**src/rtl/shift_seq_ctrl.sv**
```systemverilog
// Multi-cycle shift sequencer: accepts one request, shifts STEP bits per cycle,
// and holds the full-width result until the consumer takes it.
module shift_seq_ctrl #(
    parameter int DATA_W  = 32,
    parameter int SHAMT_W = 6,
    parameter int STEP    = 4
) (
    input  logic               clk,
    input  logic               rst_n,
    input  logic               req_valid,
    output logic               req_ready,
    input  logic [DATA_W-1:0]  req_op1,
    input  logic [SHAMT_W-1:0] req_shamt,
    input  logic [1:0]         req_operation,
    output logic               resp_valid,
    input  logic               resp_ready,
    output logic [DATA_W-1:0]  resp_res,
    output logic               resp_err,
    output logic               busy
);

    localparam int REM_W = $clog2(DATA_W + 1);

    localparam logic [1:0] ST_IDLE  = 2'd0;
    localparam logic [1:0] ST_SHIFT = 2'd1;
    localparam logic [1:0] ST_DONE  = 2'd2;

    localparam logic [1:0] OP_SRL = 2'b00;
    localparam logic [1:0] OP_SRA = 2'b01;
    localparam logic [1:0] OP_SLL = 2'b10;
    localparam logic [1:0] OP_ILL = 2'b11;

    localparam logic [REM_W-1:0] REM_MAX = REM_W'(DATA_W);
    localparam logic [REM_W-1:0] STEP_N  = REM_W'(STEP);

    logic [1:0]          state_q, state_d;
    logic [DATA_W-1:0]   acc_q, acc_d;
    logic [REM_W-1:0]    rem_q, rem_d;
    logic [1:0]          op_q, op_d;
    logic                sign_q, sign_d;
    logic [DATA_W-1:0]   res_q, res_d;
    logic                err_q, err_d;

    logic [REM_W-1:0]    shamt_sat_s;
    logic [REM_W-1:0]    step_n_s;
    logic [2*DATA_W-1:0] sra_wide_s;
    logic [DATA_W-1:0]   shifted_s;

    // Saturate the requested amount at DATA_W and pick this cycle's step size.
    always_comb begin
        if (32'(req_shamt) >= 32'(DATA_W)) begin
            shamt_sat_s = REM_MAX;
        end else begin
            shamt_sat_s = REM_W'(req_shamt);
        end
        if (rem_q < STEP_N) begin
            step_n_s = rem_q;
        end else begin
            step_n_s = STEP_N;
        end
    end

    // One partial shift of the accumulator; the sign word above acc supplies the fill.
    always_comb begin
        sra_wide_s = {{DATA_W{sign_q}}, acc_q} >> step_n_s;
        case (op_q)
            OP_SRA:  shifted_s = sra_wide_s[DATA_W-1:0];
            OP_SLL:  shifted_s = acc_q << step_n_s;
            OP_SRL:  shifted_s = acc_q >> step_n_s;
            default: shifted_s = acc_q >> step_n_s;
        endcase
    end

    // Sequencer next-state logic.
    always_comb begin
        state_d = state_q;
        acc_d   = acc_q;
        rem_d   = rem_q;
        op_d    = op_q;
        sign_d  = sign_q;
        res_d   = res_q;
        err_d   = err_q;
        case (state_q)
            ST_IDLE: begin
                if (req_valid) begin
                    acc_d  = req_op1;
                    op_d   = req_operation;
                    sign_d = req_op1[DATA_W-1];
                    rem_d  = shamt_sat_s;
                    if (req_operation == OP_ILL) begin
                        res_d   = {DATA_W{1'b0}};
                        err_d   = 1'b1;
                        state_d = ST_DONE;
                    end else if (shamt_sat_s == {REM_W{1'b0}}) begin
                        res_d   = req_op1;
                        err_d   = 1'b0;
                        state_d = ST_DONE;
                    end else begin
                        err_d   = 1'b0;
                        state_d = ST_SHIFT;
                    end
                end else begin
                    state_d = ST_IDLE;
                end
            end
            ST_SHIFT: begin
                acc_d = shifted_s;
                rem_d = rem_q - step_n_s;
                if (rem_q == step_n_s) begin
                    res_d   = shifted_s;
                    state_d = ST_DONE;
                end else begin
                    state_d = ST_SHIFT;
                end
            end
            ST_DONE: begin
                if (resp_ready) begin
                    state_d = ST_IDLE;
                end else begin
                    state_d = ST_DONE;
                end
            end
            default: state_d = ST_IDLE;
        endcase
    end

    // State registers; reset drops any in-flight request.
    always_ff @(posedge clk) begin
        if (!rst_n) begin
            state_q <= ST_IDLE;
            acc_q   <= {DATA_W{1'b0}};
            rem_q   <= {REM_W{1'b0}};
            op_q    <= 2'b00;
            sign_q  <= 1'b0;
            res_q   <= {DATA_W{1'b0}};
            err_q   <= 1'b0;
        end else begin
            state_q <= state_d;
            acc_q   <= acc_d;
            rem_q   <= rem_d;
            op_q    <= op_d;
            sign_q  <= sign_d;
            res_q   <= res_d;
            err_q   <= err_d;
        end
    end

    // Ready is gated by rst_n so nothing is accepted while reset is held.
    assign req_ready  = rst_n & (state_q == ST_IDLE);
    assign resp_valid = (state_q == ST_DONE);
    assign busy       = (state_q != ST_IDLE);
    assign resp_res   = res_q;
    assign resp_err   = err_q;

endmodule

```
**config.mk**
```make
export PLATFORM = sky130hd
export DESIGN_NAME = shift_seq_ctrl
export DESIGN_NICKNAME = d
export VERILOG_FILES = /design/src/rtl/shift_seq_ctrl.sv
export SDC_FILE = /design/constraint.sdc
export NUM_CORES = 1
export LEC_CHECK = 0
export BUFFER_PORTS_ARGS = -buffer_cell sky130_fd_sc_hd__buf_2
export CAP_MARGIN = 25
export CORE_UTILIZATION = 35
export CTS_BUF_LIST = sky130_fd_sc_hd__clkbuf_16
export CTS_CLUSTER_SIZE = 20
export DETAILED_ROUTE_END_ITERATION = 12
export PLACE_DENSITY = 0.62
export SLEW_MARGIN = 20
export SYNTH_ARGS = -nofsm -noshare
export SYNTH_HDL_FRONTEND = slang
export SYNTH_SLANG_ARGS = --single-unit
```
**constraint.sdc**
```tcl
create_clock -name clk -period 7.78 [get_ports clk]
set_input_delay 0.389 -clock clk [delete_from_list [all_inputs] [get_ports clk]]
set_output_delay 0.389 -clock clk [all_outputs]
set_load 0.1 [all_outputs]
```
==> metrics.txt <==
Detailed Routing Iterations Pass 1 6; Mapped Area between 6000 and 7000 um^2; FF-to-FF path depth 8; DRT iter0 DRCs roughly 1100; final antenna-violating net count 0; outcome finished, final reports clean; Setup crit end resp_res[6]$_SDFFE_PN0P_; share of the synthesized area in the top cell type 0.245; Die ar. roughly 18000 um^2; R2R Path End resp_res[6]$_SDFFE_PN0P_; Synthesized Nets approximately 950; final non-filler cell total about 1100; Power per Cell Area roughly 250 nW/um^2; Post-Route Setup TNS 0 ns; gr usage total 0.267; CP Capture Type flip-flop; Worst Path Max Fanout 59; Synth area leaders dfxtp_1, a21oi_1, nand2_1; Chip Height about 140 um; reg-to-reg slack, setup 4.18 ns; GPL Wtd Cong 0.965; clk_lat worst skew roughly 0.34 ns; Core Area approximately 17000 um^2; initial core utilization 0.359; Synth Instances about 900; sequential power share 0.289; worst setup path startpoint rem_q[2]$_SDFFE_PN0P_; cells along the critical path nor4_4 > buf_4 > buf_4 > nand2_1 > o311ai_0 > nor2_1 > o31ai_1 > a21oi_1; post-CTS sizing 0; hold slack around 0.33 ns; CTS tree done; Switching Fraction 0.455; Synth cell types 80; remaining global-route overflow 0; Clk pwr share 0.286; clk root buf clkbuf_16; final hold violation count 0; RSZ-0062 raised after global routing no; # nets final 956; Min-Delay Path Class in -> reg; syn avg cell area between 6 and 7 um^2; Req. time, crit path ~8.0 ns; sequential fraction of the synthesis area 0.245; fin crit share 0.463; WS Path Type reg -> reg; PortBufs between 70 and 80; Reg clk slew, reported paths roughly 0.06 ns; Psw a little under 800 uW; clk buf depth 2; CP max-delay cell o311ai_0; postcts setup bufs 0; R2R Path Start rem_q[2]$_SDFFE_PN0P_; Ports 80; placed cells between 1000 and 1500; Place WS approximately 4.3 ns; CTS H-tree depth 3; yosys warns 0; initial antenna violation count 0; Die Width between 100 and 150 um; Peak VDD IR around 120 uV; worst setup margin about 4.2 ns; final setup violation count 0; WL/cell around 21 um; Lkg Pwr between 2 and 3 nW; layout cell share with drive strength beyond 1 0.158; pin count of the biggest net entering global routing 86; Area Growth Syn to Fin 11.8%; Max Cap Violations 0; residual DRC count 0; final WL 24.4 mm; ys flop type dfxtp_1; Slew @ Worst Pin just over 0.9 ns; Pins Over Slew Limit 0; Vias/cell roughly 6.4; Critical Path Source Type flip-flop; Async SR Flop Fraction 0; P_int 949 uW; slowest stage delay, CP ~0.73 ns; Vias 7292; Slew headroom 0.381; global-route wire length before repair between 30 and 40 mm; Antenna Cells 0; cell mode on critical path buf_4; Post-synth EDFFs 0; Rows between 40 and 50; Num CTS Buffers 9; Setup Skew roughly 0.008 ns; crit path DAT between 3 and 4 ns; clock sink count 76; Max Freq around 280 MHz; commonest non-fill, non-tap cell in the layout nand2_1; combinational share of power 0.425; most frequent cells in the layout nand2_1, a21oi_1, buf_2; #FFs+latches synth 76; hold buffer count at cts 0; area leader, netlist dfxtp_1; DP Wirelength around 16 mm; vias in the first global route between 6000 and 7000; post-route minimum period roughly 3.6 ns
==> cells by family after synthesis <==
kind of cell / after synthesis / synth area share
compound gates: 354 / 0.381
fa+ha+maj: 1 / 0.00202
buf+inv: 104 / 0.0728
flops: 76 / 0.245
mux: 23 / 0.0381
other cells: 1 / 0.000604
simple gates: 342 / 0.260
==> critical path: cells and delay by family, from the launching register on <==
kind                   cells  cell delay (ns)
AO/OA/AOI/OAI              3             1.21
buffers and inverters      2             0.88
flip-flops                 1             0.41
AND/OR/NAND/NOR            3             0.95
==> power groups by stage <==
stage / registers (mW) / logic (mW) / clock network [mW]
after floorplan: 0.609 / 0.443 / 0
after global placement: 0.508 / 0.724 / 0
after detailed placement: 0.508 / 0.722 / 0
after CTS: 0.499 / 0.724 / 0.504
after global routing: 0.508 / 0.789 / 0.518
final: 0.504 / 0.741 / 0.498
==> cells in the mapped netlist (all sizes together) (8+ instances only) <==
library cell  number
buf               43
a21oi            110
inv                9
nor2              61
clkbuf            52
a311oi             9
dfxtp             76
o22ai             10
nor4               8
o211ai            18
nor3              18
nand2            146
a21o               9
nand3             41
mux2i             18
a31oi             19
o21ai             63
nand4             14
o21a               9
a211oi            18
nand2b            19
a21boi            11
==> through the flow <==
step,area [um^2],util,power (mW)
2_1_floorplan,6200,-,1.05
3_3_place_gp,6590,0.381,1.23
3_5_place_dp,6590,0.381,1.23
4_1_cts,6940,0.401,1.73
5_1_grt,6940,0.401,1.81
6_report,6940,0.401,1.74
==> worst min-delay path by stage <==
stage / startpoint / to / slack, ns / depth (start not counted)
2_1_floorplan: sign_q$_SDFFE_PN0P_ / sign_q$_SDFFE_PN0P_ / 0.43 / 2
6_report: req_operation[1] / op_q[1]$_SDFFE_PN0P_ / 0.33 / 3
3_3_place_gp: sign_q$_SDFFE_PN0P_ / sign_q$_SDFFE_PN0P_ / 0.44 / 2
4_1_cts: req_operation[1] / op_q[1]$_SDFFE_PN0P_ / 0.32 / 3
5_1_grt: req_op1[19] / acc_q[19]$_SDFFE_PN0P_ / 0.34 / 3
3_5_place_dp: sign_q$_SDFFE_PN0P_ / sign_q$_SDFFE_PN0P_ / 0.45 / 2
==> flip-flops by register name, indices dropped and copies added (netlist names) <==
register  cells
state_q       2
resp_res     32
op_q          2
rem_q         6
resp_err      1
sign_q        1
acc_q        32
==> layer usage <==
layer | up-vias | part of all wire | GRT usage
met3 | 46 | 0.097 | 0.0464
li1 | 3360 | - | -
met1 | 3461 | 0.46 | 0.402
met2 | 425 | 0.42 | 0.381
met5 | - | 0 | 0
met4 | 0 | 0.024 | 0.0818
==> final cells by class <==
class / instances / area [um^2]
clock inverter: 7 / 123
tap: 225 / 282
sequential: 76 / 1520
timing repair buffer: 94 / 508
multi-input combinational: 721 / 4240
clock buffer: 9 / 225
inverter: 9 / 33.8
fill: 1879 / 10400
Note: power is estimated with default switching activity, not from simulation.
